$ cat src/rtl/router_ingress_queue.sv
// Ingress FIFO feeding simple_router: valid/ready in, show-ahead head entry out.
// Each entry is {addr, data}, so the destination and the payload always stay paired.
module router_ingress_queue #(
    parameter int unsigned WIDTH = 32,
    parameter int unsigned DEPTH = 8
) (
    input  logic                       clk,
    input  logic                       rst,
    input  logic                       in_valid,
    output logic                       in_ready,
    input  logic [1:0]                 in_addr,
    input  logic [WIDTH-1:0]           in_data,
    input  logic                       out_ready,
    output logic                       din_en,
    output logic [1:0]                 addr,
    output logic [WIDTH-1:0]           din,
    output logic [$clog2(DEPTH):0]     count
);

    localparam int unsigned PW = $clog2(DEPTH);
    localparam int unsigned CW = PW + 1;
    localparam int unsigned EW = WIDTH + 2;
    localparam logic [CW-1:0] Full = CW'(DEPTH);

    logic [EW-1:0] mem_q [DEPTH];
    logic [PW-1:0] wr_ptr_q, wr_ptr_d;
    logic [PW-1:0] rd_ptr_q, rd_ptr_d;
    logic [CW-1:0] count_q, count_d;
    logic          push, pop;
    logic [EW-1:0] head;

    // Handshakes and occupancy flags come only from registered state.
    always_comb begin
        in_ready = (count_q != Full);
        din_en   = (count_q != '0);
        push     = in_valid && in_ready;
        pop      = din_en && out_ready;
    end

    // Pointer and occupancy next-state; a full queue refuses a push even while popping.
    always_comb begin
        wr_ptr_d = wr_ptr_q;
        rd_ptr_d = rd_ptr_q;
        count_d  = count_q;
        if (push) begin
            wr_ptr_d = wr_ptr_q + PW'(1);
        end
        if (pop) begin
            rd_ptr_d = rd_ptr_q + PW'(1);
        end
        if (push && !pop) begin
            count_d = count_q + CW'(1);
        end else if (pop && !push) begin
            count_d = count_q - CW'(1);
        end
    end

    // Control state; reset discards all stored words at once.
    always_ff @(posedge clk or posedge rst) begin
        if (rst) begin
            wr_ptr_q <= '0;
            rd_ptr_q <= '0;
            count_q  <= '0;
        end else begin
            wr_ptr_q <= wr_ptr_d;
            rd_ptr_q <= rd_ptr_d;
            count_q  <= count_d;
        end
    end

    // Storage is not reset; the empty-gating below hides whatever it holds.
    always_ff @(posedge clk) begin
        if (push) begin
            mem_q[wr_ptr_q] <= {in_addr, in_data};
        end
    end

    // Show-ahead head entry, forced to zero when empty so the router never sees stale data.
    always_comb begin
        head = mem_q[rd_ptr_q];
        if (din_en) begin
            addr = head[EW-1:WIDTH];
            din  = head[WIDTH-1:0];
        end else begin
            addr = 2'b00;
            din  = '0;
        end
        count = count_q;
    end

endmodule

$ cat config.mk
export PLATFORM = sky130hd
export DESIGN_NAME = router_ingress_queue
export DESIGN_NICKNAME = d
export VERILOG_FILES = /design/src/rtl/router_ingress_queue.sv
export SDC_FILE = /design/constraint.sdc
export NUM_CORES = 1
export LEC_CHECK = 0
export BUFFER_PORTS_ARGS = -buffer_cell sky130_fd_sc_hd__buf_2
export CORE_MARGIN = 2
export CORE_UTILIZATION = 40
export CTS_CLUSTER_DIAMETER = 200
export DETAILED_ROUTE_END_ITERATION = 10
export GPL_TIMING_DRIVEN = 0
export PLACE_DENSITY = 0.62
export SLEW_MARGIN = 20
export SYNTH_ARGS = -nofsm -noshare
export SYNTH_HDL_FRONTEND = slang
export SYNTH_SLANG_ARGS = --single-unit
export TNS_END_PERCENT = 100
$ cat constraint.sdc
create_clock -name clk -period 3.4 [get_ports clk]
set_input_delay 0.68 -clock clk [delete_from_list [all_inputs] [get_ports clk]]
set_output_delay 0.68 -clock clk [all_outputs]
set_load 0.02 [all_outputs]
Word-level counts from Yosys, hierarchy flattened
Memories as Yosys holds them, arrays and structs flattened.
Cells that the tools add are included.
{"block": "op_classes", "n_addsub": 4, "multipliers": 0, "n_div": 0, "n_lt_le_gt_ge": 0, "n_eq_ne": 1, "shifts": 0, "n_mux": 6, "bitwise": 0, "reduce_logical": 8}
{"op": "$mux W32", "count": 1}
{"op": "$mux W4", "count": 2}
{"op": "$add A3 B1 Y3 const B", "count": 2}
{"op": "$add A4 B1 Y4 const B", "count": 1}
{"op": "$logic_and A1 B1 Y1", "count": 4}
{"op": "$ne A4 B4 Y1 const B", "count": 1}
{"op": "$reduce_bool A4 Y1", "count": 1}
{"op": "$sub A4 B1 Y4 const B", "count": 1}
{"op": "$logic_not A1 Y1", "count": 2}
{"op": "$mux W1", "count": 2}
{"op": "$mux W2", "count": 1}
{"op": "$reduce_bool A2 Y1", "count": 1}
{"block": "totals", "register_bits": 10, "latchBits": 0, "mem_bits_rw": 272, "rom_bits": 0, "input_bits": 38, "out_inout_bits": 40, "elab_cells": 23, "memories": 1}
{"memory": "mem_q", "depth": 8, "width": 34, "read_ports": 1, "rd_clocked_by_memory_dff": 0, "wr": 1, "line_no": "25", "rtl": "logic [EW-1:0] mem_q [DEPTH];"}

Depth between registers and ports, before layout
Gate-level depths: netlist (run 1).
{"block": "depth", "ltp_word": 6, "mapped_depth": 10, "ltp_nobuf": 9}

Worst setup path after synthesis (run 1)
No wires, ideal clock.
{"block": "synth_path", "path_kind": "reg-to-reg", "from": "reg count_q[0], in the netlist count[0]", "to": "mem mem_q[1][0] in the netlist's numbering, enable pin", "setup_ns": 0.467, "arrival_ns": 3.552, "required_ns": 2.933, "slack_ns": -0.619, "path_stages_with_launch": 5, "path_buffers": 1, "cell_sequence": "dfrtp_1 > or4b_2 > clkbuf_1 > nand3_1 > nor3_1"}
{"block": "synth_between", "elab_chain_len": 4}
{"item": "start: declaration", "line_no": "28", "rtl": "logic [CW-1:0] count_q, count_d;"}
{"item": "start signal: assignment", "line_no": "67", "rtl": "count_q <= count_d;"}
{"item": "$ne A4 B4 Y1", "line_no": "34", "rtl": "in_ready = (count_q != Full);"}
{"item": "net in_ready", "line_no": "10", "rtl": "output logic in_ready,"}
{"item": "$logic_and A1 B1 Y1", "line_no": "36", "rtl": "push = in_valid && in_ready;"}
{"item": "$mux W1", "line_no": "73", "rtl": "if (push) begin"}
{"item": "$mux W1 (not written as such)", "line_no": "74", "rtl": "mem_q[wr_ptr_q] <= {in_addr, in_data};"}
{"item": "end: declaration", "line_no": "25"}
The timed path passes the listed nets, and every way through them passes these cells.

Final worst setup path (run 1)
{"block": "layout_path", "from": "reg rd_ptr_q[1]", "to": "out din[6]"}
{"block": "layout_between", "elab_chain_len": 2}
{"item": "start: declaration", "line_no": "27", "rtl": "logic [PW-1:0] rd_ptr_q, rd_ptr_d;"}
{"item": "start signal: assignment", "line_no": "66", "rtl": "rd_ptr_q <= rd_ptr_d;"}
{"item": "$mem_v2 Z8 W34"}
{"item": "$mux W32", "line_no": "81", "rtl": "if (din_en) begin"}
{"item": "end: declaration", "line_no": "16", "rtl": "output logic [WIDTH-1:0] din,"}
No other way between the ends.

==> impl_metrics.json, run 1 <==
{
  "status": "complete, no violations",
  "rsz0062_at_grt": "no",
  "post_dp_cell_area_um2": 11900,
  "nFillCells": 2184,
  "syn2layout_area_growth_pct": 18.8,
  "clk_pin_slew_worst_paths_ps": 60,
  "avgSynthCellArea_um2": 23.3,
  "dieArea_um2": 28400,
  "synth.distinct_cells": 32,
  "critical_path_arrival_ps": 2630,
  "die_h_um": 168,
  "ys_seq_area_frac": 0.779,
  "slew_headroom": 0.465,
  "maxSlewViolCount": 0,
  "final.setup.tns_ps": 0,
  "drt_pre_antenna_iters": 5,
  "final_cell_mix": "edfxtp_1, buf_2, mux4_2",
  "syn-cell-area_um2": 10800,
  "end_kind": "primary output",
  "switching_share": 0.324,
  "synthArstFlopShare": 0.0355,
  "clock_sinks": 282,
  "globalplace.congestion": 0.709,
  "syn_nets": 508,
  "grt_pass1_wl_mm": 33.4,
  "hold_path.class": "input pin to asynchronous set/reset pin",
  "synth.ff_latch_count": 282,
  "syn_inst": 464,
  "grt_start_max_net_pins": 20,
  "timing_hold_violations_final": 0,
  "drive_above_1_share": 0.382,
  "finalPower_w": 0.0118,
  "ys.flop_type": "edfxtp_1",
  "multi_input_area_um2": 2270,
  "power_frac_seq": 0.389,
  "p_leak_nw": 4.29,
  "vdd_ir_drop_max_uv": 559,
  "pre_cts_slack_ps": 298,
  "fin_crit_ps": 3310,
  "yosysWarningCount": 0,
  "clock_latency_ps": 530,
  "regArea_um2": 8420,
  "ctsHoldBuffers": 0,
  "dr_total_vias": 5114,
  "drv_cap": 0,
  "grt.total_usage": 0.158,
  "clock_path_buffers": 3,
  "fin_ws_ps": 93.9,
  "root_buffer": "clkbuf_16",
  "finalSetupViolCount": 0,
  "p_switching_w": 0.00382,
  "antenna_left": 0,
  "synth_edf_count": 272,
  "io_pins": 78,
  "io_buffers": 77,
  "fin_nets": 627,
  "worst_pin_slew_ps": 801,
  "htreeDepth": 1,
  "routed_wl_mm": 22.3,
  "via_per_inst": 5.40,
  "clockPowerShare": 0.253,
  "fp.dieW_um": 168,
  "drt_iter0_drc": 407,
  "layout_commonest_cell": "edfxtp_1",
  "path_class": "register to primary output",
  "core_um2": 26700,
  "grt_pass1_vias": 5540,
  "numCtsBuffers": 29,
  "critPathLaunchType": "register",
  "utilization": 0.480,
  "drcViolationCount": 0,
  "tritoncts": "built",
  "power_density_nw_per_um2": 917,
  "combPwrFrac": 0.358,
  "hpwl_mm": 13.8,
  "avgRoutedWirePerCell_um": 23.5,
  "antenna_found_initial": 3,
  "initial_core_util": 0.404,
  "fin_skew_ps": 14.5,
  "design_area_um2": 12800,
  "timing.final.crit_share": 0.972,
  "fp-row-count": 60,
  "intPower_w": 0.00795,
  "globalRouteOverflowTotal": 0,
  "crit_fanout": 10,
  "fmax_mhz": 302,
  "crit_required_ps": 2720
}
==> worst max-delay path, cell delays in order (launching register included) <==
cell and delay (ps):
dfrtp_1 340, clkbuf_1 320, clkbuf_1 620, mux4_2 410
a22o_1 230, buf_2 170
==> path summary, 6_finish.rpt <==
check | to | cells after the start | from | slack (ps)
worst max-delay path | din[6] | 5 | rd_ptr_q[1]$_DFFE_PP0P_ | 90
worst min-delay path | rd_ptr_q[2]$_DFFE_PP0P_ | 2 | rst | 130
worst max register to register | count[3]$_DFFE_PP0P_ | 10 | count[0]$_DFFE_PP0P_ | 320
worst min register to register | rd_ptr_q[2]$_DFFE_PP0P_ | 1 | rd_ptr_q[2]$_DFFE_PP0P_ | 510
max in group asynchronous | count[1]$_DFFE_PP0P_ | 2 | rst | 2980
min in group clk | mem_q[2][23]$_DFFE_PP_ | 1 | in_data[23] | 410
==> power by group through the flow <==
| stage | logic [W] | clock network (W) | registers [W] |
|---|---|---|---|
| global placement | 0.00405 | 0 | 0.00464 |
| floorplan | 0.00282 | 0 | 0.00463 |
| CTS | 0.00429 | 0.00303 | 0.00458 |
| detailed placement | 0.00428 | 0 | 0.00464 |
| global route | 0.00449 | 0.00315 | 0.00463 |
| finish | 0.00421 | 0.00298 | 0.00458 |
==> metal layers <==
metal  up-vias  share of wire  wire length, µm  global-route usage
met3        37          0.058             1300              0.0310
met4         4          0.020              441              0.0367
met5         -        0.00094               21                   0
met1      2691           0.41             9220               0.209
met2       157           0.51            11300               0.274
li1       2225              -                -                   -
==> stage by stage <==
stage | hold WS, ps | std cells
2_1_floorplan | 467 | 464
3_3_place_gp | 482 | 882
3_5_place_dp | 511 | 894
4_1_cts | 119 | 946
5_1_grt | 146 | 946
6_report | 126 | 947
==> cells in the mapped netlist (all sizes together) (2+ instances only) <==
library cell    n  share of area
inv             3         0.0010
edfxtp        272           0.76
xnor2           6         0.0049
or4             2         0.0014
a22o           34          0.028
nand3b          3         0.0021
mux4           68           0.14
dfrtp          10          0.023
nand3           4         0.0019
clkbuf          9         0.0031
nand2           4         0.0014
or3             3         0.0017
ha              5         0.0058
buf            18          0.013
nor3            2        0.00093
nand2b          2         0.0012
mux2            3         0.0031
nor2            6         0.0021
==> registers in the layout, indices dropped and copies added, names as in the netlist <==
name	flops
rd_ptr_q	3
count	4
wr_ptr_q	3
mem_q	272
==> cells by family after synthesis <==
| logic type | Yosys count | synth area share |
|---|---|---|
| muxes | 72 | 0.146 |
| buffers and inverters | 30 | 0.0172 |
| and+or+nand+nor | 29 | 0.0149 |
| DFF | 282 | 0.779 |
| xor gates and xnor gates | 6 | 0.00486 |
| adders and majority gates | 6 | 0.00764 |
| AOI/OAI and AO/OA | 39 | 0.0308 |
==> area by class of cell <==
cell class	instances	area share
clock inverters	15	0.00965
clock buffers	38	0.0599
plain buffers	26	0.0145
well taps	341	0.0332
diodes	1	0.000195
multi-input cells	152	0.177
flip-flops and latches	282	0.656
inverters	3	0.000877
repair buffers	89	0.0487
==> timing repair <==
item                       4_1_cts  5_1_grt
buffers inserted                 0        0
setup endpoints to repair       19       15
resized for setup                5        6
No activity file was read; power rests on OpenSTA's default activity.
==> run 2, diff against run 1 <==
--- a/config.mk
+++ b/config.mk
@@ -6,7 +6,6 @@
 export NUM_CORES = 1
 export LEC_CHECK = 0
 export BUFFER_PORTS_ARGS = -buffer_cell sky130_fd_sc_hd__buf_2
-export CORE_MARGIN = 2
 export CORE_UTILIZATION = 40
 export CTS_CLUSTER_DIAMETER = 200
 export DETAILED_ROUTE_END_ITERATION = 10
==> run 2 against run 1 <==
Compared with the run above:
- the run now ends with design-rule violations left
- maximum frequency decreased by 1.2%
- sequential power about the same
- cell area increased by 0.75%
- flip-flop and latch count unchanged
- sequential share of layout area decreased by 0.49 points
- largest cell class unchanged
- final cell count decreased by 0.53%
- largest power group unchanged
==> impl_metrics.json, run 2 (synthesized netlist as in run 1, its figures left out) <==
{
  "slew_headroom": 0.477,
  "fp-row-count": 59,
  "timing.final.crit_share": 0.984,
  "nFillCells": 2106,
  "initial_core_util": 0.411,
  "finalSetupViolCount": 0,
  "drt_iter0_drc": 429,
  "root_buffer": "clkbuf_16",
  "fin_cells": 942,
  "fmax_mhz": 299,
  "drcViolationCount": 6,
  "final_cell_mix": "edfxtp_1, buf_2, mux4_2",
  "n_antenna_cell": 0,
  "grt_pass1_wl_mm": 33.1,
  "via_per_inst": 5.34,
  "rsz0062_at_grt": "yes",
  "grt_pass1_vias": 5419,
  "globalplace.congestion": 0.704,
  "io_buffers": 77,
  "worstRegToRegCells": 10,
  "crit_fanout": 10,
  "critPathLaunchType": "register",
  "path_class": "register to primary output",
  "grt_start_max_net_pins": 20,
  "timing_hold_violations_final": 0,
  "globalRouteOverflowTotal": 0,
  "regArea_um2": 8420,
  "core_um2": 26300,
  "r2r_start": "count[0]$_DFFE_PP0P_",
  "grt.total_usage": 0.162,
  "antenna_found_initial": 3,
  "power_density_nw_per_um2": 922,
  "fin_ws_ps": 54.8,
  "worst_pin_slew_ps": 785,
  "multi_input_area_um2": 2270,
  "status": "complete, but fails checks",
  "die_h_um": 166,
  "violations": "design-rule violations",
  "dr_total_vias": 5026,
  "hold_path.class": "input pin to asynchronous set/reset pin",
  "routed_wl_mm": 21.8,
  "maxSlewViolCount": 0,
  "layout_commonest_cell": "edfxtp_1",
  "fp.dieW_um": 166,
  "tritoncts": "built",
  "largest_reg_flops": 272,
  "clk_pin_slew_worst_paths_ps": 60,
  "crit_required_ps": 2720,
  "drv_cap": 0,
  "antenna_left": 0,
  "drive_above_1_share": 0.384,
  "pre_cts_slack_ps": 332,
  "critical_path_arrival_ps": 2670,
  "fin_skew_ps": 6.81,
  "numCtsBuffers": 28,
  "clock_sinks": 282,
  "clock_path_buffers": 3,
  "post_cts_buffers": 0,
  "avgRoutedWirePerCell_um": 23.1,
  "hpwl_mm": 13.6,
  "vdd_ir_drop_max_uv": 556,
  "place_inst": 890,
  "rrSetupSlack_ps": 330,
  "syn2layout_area_growth_pct": 19.6,
  "dieArea_um2": 27700,
  "end_kind": "primary output",
  "fin_nets": 629,
  "r2r_end": "count[3]$_DFFE_PP0P_",
  "htreeDepth": 1,
  "drt_pre_antenna_iters": 9,
  "top_register": "mem_q",
  "clock_latency_ps": 530,
  "p_leak_nw": 4.33,
  "fin_crit_ps": 3350,
  "io_pins": 78
}
-- run 2: changes by cell type in the layout (fill, tap and decap cells not counted) --
cell and delta:
clkbuf_4 +4, buf_4 -2, buf_6 +2, clkbuf_2 -1, diode_2 -1, clkinv_2 -2
clkbuf_8 +1, clkbuf_1 +1, bufinv_16 +2, clkinv_1 -1, buf_12 +2, buf_2 -3
buf_8 -1
-- run 2: routing by layer --
layer / share of wire / routed length [µm] / vias to the layer above / GRT usage
li1: - / - / 2233 / -
met1: 0.42 / 9210 / 2625 / 0.215
met2: 0.50 / 10900 / 126 / 0.275
met3: 0.053 / 1150 / 38 / 0.0336
met4: 0.022 / 481 / 4 / 0.0399
met5: 0.0011 / 25 / - / 0
-- run 2: worst max-delay path: stages (launching register included) --
cell      delay, ps
dfrtp_1         350
clkbuf_1        320
clkbuf_1        650
mux4_2          420
a22o_1          230
buf_2           170
-- run 2: worst max-delay path by stage --
stage,slack [ps],startpoint,cells past startpoint,end
after detailed placement,330,count[0]$_DFFE_PP0P_,10,count[3]$_DFFE_PP0P_
after floorplan,290,count[0]$_DFFE_PP0P_,4,mem_q[7][0]$_DFFE_PP_
after global routing,-20,rd_ptr_q[1]$_DFFE_PP0P_,5,din[20]
after global placement,-1060,count[3]$_DFFE_PP0P_,4,mem_q[4][16]$_DFFE_PP_
after CTS,8,rd_ptr_q[1]$_DFFE_PP0P_,5,din[26]
final,50,rd_ptr_q[1]$_DFFE_PP0P_,5,din[20]
-- run 2: repair_timing --
action	4_1_cts	5_1_grt
resized for setup	3	12
setup endpoints to repair	19	15
hold buffers	0	0
hold endpoints to repair	0	0
-- run 2: where the power goes --
group	switching [W]	internal, W
clock network	0.00123	0.00190
registers	0.000174	0.00439
logic	0.00237	0.00186
-- run 2: final cells by class --
type / count / share of cell area
Buffer: 27 / 0.0155
Clock buffer: 38 / 0.0603
Clock inverter: 14 / 0.0132
Inverter: 3 / 0.000871
Multi-Input combinational cell: 152 / 0.176
Sequential cell: 282 / 0.651
Tap cell: 335 / 0.0324
Timing Repair Buffer: 91 / 0.0512
-- run 2: per-stage QoR --
stage,instance area (µm²),hold WS (ps),total power (W),utilization,TNS (ps)
6_report,12900,146,0.0119,0.492,0
5_1_grt,12900,171,0.0125,0.492,-18.0
4_1_cts,12900,130,0.0121,0.491,0
3_5_place_dp,12000,490,0.00894,0.455,0
3_3_place_gp,11600,481,0.00869,0.442,-263140
2_1_floorplan,10800,467,0.00744,-,0
==> run 3, diff against run 2 <==
--- a/config.mk
+++ b/config.mk
@@ -5,12 +5,13 @@
 export SDC_FILE = /design/constraint.sdc
 export NUM_CORES = 1
 export LEC_CHECK = 0
-export BUFFER_PORTS_ARGS = -buffer_cell sky130_fd_sc_hd__buf_2
+export CORE_ASPECT_RATIO = 1.5
 export CORE_UTILIZATION = 40
 export CTS_CLUSTER_DIAMETER = 200
 export DETAILED_ROUTE_END_ITERATION = 10
+export DONT_BUFFER_PORTS = 1
 export GPL_TIMING_DRIVEN = 0
-export PLACE_DENSITY = 0.62
+export PLACE_DENSITY = 0.59
 export SLEW_MARGIN = 20
 export SYNTH_ARGS = -nofsm -noshare
 export SYNTH_HDL_FRONTEND = slang
==> run 3 against run 2 <==
Compared with the run above:
- the run now ends clean
- critical path type is now register to register
- register-to-register slack worse by 180 ps
- highest routed layer is now met4
- hold slack worse by 120 ps
- power down 6.2%
- critical path depth up 5
- count of clock-buffer cells in the layout down 9
- sequential power up 0.9%
==> impl_metrics.json, run 3 (synthesized netlist as in run 1, its figures left out) <==
{
  "root_buffer": "clkbuf_16",
  "grt.total_usage": 0.163,
  "io_buffers": 0,
  "die_h_um": 203,
  "critPathLaunchType": "register",
  "worst_pin_slew_ps": 832,
  "grt.busiest_layer": "met2",
  "use_met3": 0.0380,
  "via_per_inst": 5.51,
  "path_class": "register to register",
  "largest_reg_flops": 272,
  "hpwl_mm": 13.9,
  "post_dp_cell_area_um2": 11600,
  "timing_hold_violations_final": 0,
  "io_pins": 78,
  "drive_above_1_share": 0.287,
  "ctsHoldBuffers": 0,
  "clock_path_buffers": 3,
  "globalRouteOverflowTotal": 0,
  "numCtsBuffers": 26,
  "finalSetupViolCount": 0,
  "initial_core_util": 0.408,
  "design_area_um2": 12400,
  "final_cell_mix": "edfxtp_1, mux4_2, a22o_1",
  "clock_sinks": 282,
  "critical_path_arrival_ps": 3650,
  "pre_cts_slack_ps": 94.8,
  "cts_resized": 2,
  "globalplace.congestion": 0.679,
  "crit_fanout": 6,
  "vdd_ir_drop_max_uv": 618,
  "crit_required_ps": 3800,
  "drt_pre_antenna_iters": 4,
  "dieArea_um2": 27700,
  "core_um2": 26500,
  "fmax_mhz": 308,
  "fin_skew_ps": 9.20,
  "tritoncts": "built",
  "fp.dieW_um": 136,
  "grt_pass1_vias": 5184,
  "end_kind": "register",
  "layout_commonest_cell": "edfxtp_1",
  "fin_ws_ps": 151,
  "power_density_nw_per_um2": 904,
  "drv_cap": 0,
  "htreeDepth": 1,
  "antenna_left": 0,
  "post_cts_buffers": 0,
  "avgRoutedWirePerCell_um": 25.2,
  "grt_start_max_net_pins": 19,
  "drt_iter0_drc": 454,
  "grt_pass1_wl_mm": 32.5,
  "gr-usage-met1": 0.195,
  "antenna_found_initial": 0,
  "top_register": "mem_q",
  "clk_pin_slew_worst_paths_ps": 60,
  "rsz0062_at_grt": "no",
  "p_leak_nw": 3.94,
  "slew_headroom": 0.446,
  "timing.final.crit_share": 0.956,
  "maxSlewViolCount": 0,
  "syn2layout_area_growth_pct": 14.5,
  "fin_nets": 549,
  "status": "complete, no violations",
  "hold_path.class": "input pin to asynchronous set/reset pin",
  "dr_total_vias": 4737,
  "n_antenna_cell": 0,
  "fin_crit_ps": 3250,
  "clock_latency_ps": 540,
  "routed_wl_mm": 21.7,
  "fp-row-count": 73,
  "drcViolationCount": 0,
  "gr-usage-met2": 0.286
}
[run 3: cell count changes in the layout (fill, tap and decap cells not counted), moves of 2 or more]
cell / change
buf_2: -73
clkbuf_2: -3
clkbuf_8: -2
clkinv_1: +2
clkbuf_16: -2
clkbuf_4: -4
clkbuf_1: -2
bufinv_16: -2
clkinv_2: +4
[run 3: where the power goes]
part	internal [W]	leakage [nW]	switching, W
Combinational	0.00156	0.948	0.00222
Sequential	0.00439	2.59	0.000207
Clock	0.00159	0.404	0.00122
Total	0.00754	3.94	0.00364
[run 3: final cells by class]
class | instances | area (µm²)
fill | 2174 | 14100
tap | 337 | 422
sequential | 282 | 8420
inverter | 3 | 11.3
clock buffer | 29 | 683
multi-input combinational | 152 | 2270
timing repair buffer | 13 | 254
clock inverter | 17 | 130
buffer | 27 | 183
[run 3: path summary, 6_finish.rpt]
kind / from / endpoint / slack (ps) / cells past startpoint
hold reg to reg: rd_ptr_q[2]$_DFFE_PP0P_ / rd_ptr_q[2]$_DFFE_PP0P_ / 500 / 1
setup / recovery: count[1]$_DFFE_PP0P_ / count[3]$_DFFE_PP0P_ / 150 / 10
max in group asynchronous: rst / count[0]$_DFFE_PP0P_ / 3060 / 1
hold / removal: rst / wr_ptr_q[1]$_DFFE_PP0P_ / 30 / 1
setup reg to reg: count[1]$_DFFE_PP0P_ / count[3]$_DFFE_PP0P_ / 150 / 10
min in group clk: in_data[24] / mem_q[4][24]$_DFFE_PP_ / 230 / 0
[run 3: worst max-delay path, stage by stage, from the launching register on]
cell,delay (ps)
dfrtp_1,510
or4b_2,670
clkbuf_1,240
nand2_1,190
inv_1,60
ha_1,250
inv_1,140
ha_1,310
or4_1,530
nand3_1,100
o221ai_1,110
[run 3: layer usage]
layer	vias to the layer above	part of all wire	wire, µm
li1	2062	-	-
met1	2520	0.38	8180
met2	126	0.53	11600
met3	29	0.066	1420
met4	0	0.023	499
met5	-	0	0
[run 3: per-stage QoR]
| step | hold WS (ps) | total power, W | util | TNS (ps) | cells |
|---|---|---|---|---|---|
| 5_1_grt | 48.2 | 0.0117 | 0.467 | 0 | 860 |
| 6_report | 26.2 | 0.0112 | 0.467 | 0 | 860 |
| 3_5_place_dp | 488 | 0.00856 | 0.436 | 0 | 814 |
| 2_1_floorplan | 467 | 0.00744 | - | 0 | 464 |
| 4_1_cts | 10.6 | 0.0114 | 0.467 | 0 | 860 |
| 3_3_place_gp | 480 | 0.00834 | 0.424 | -367620 | 801 |
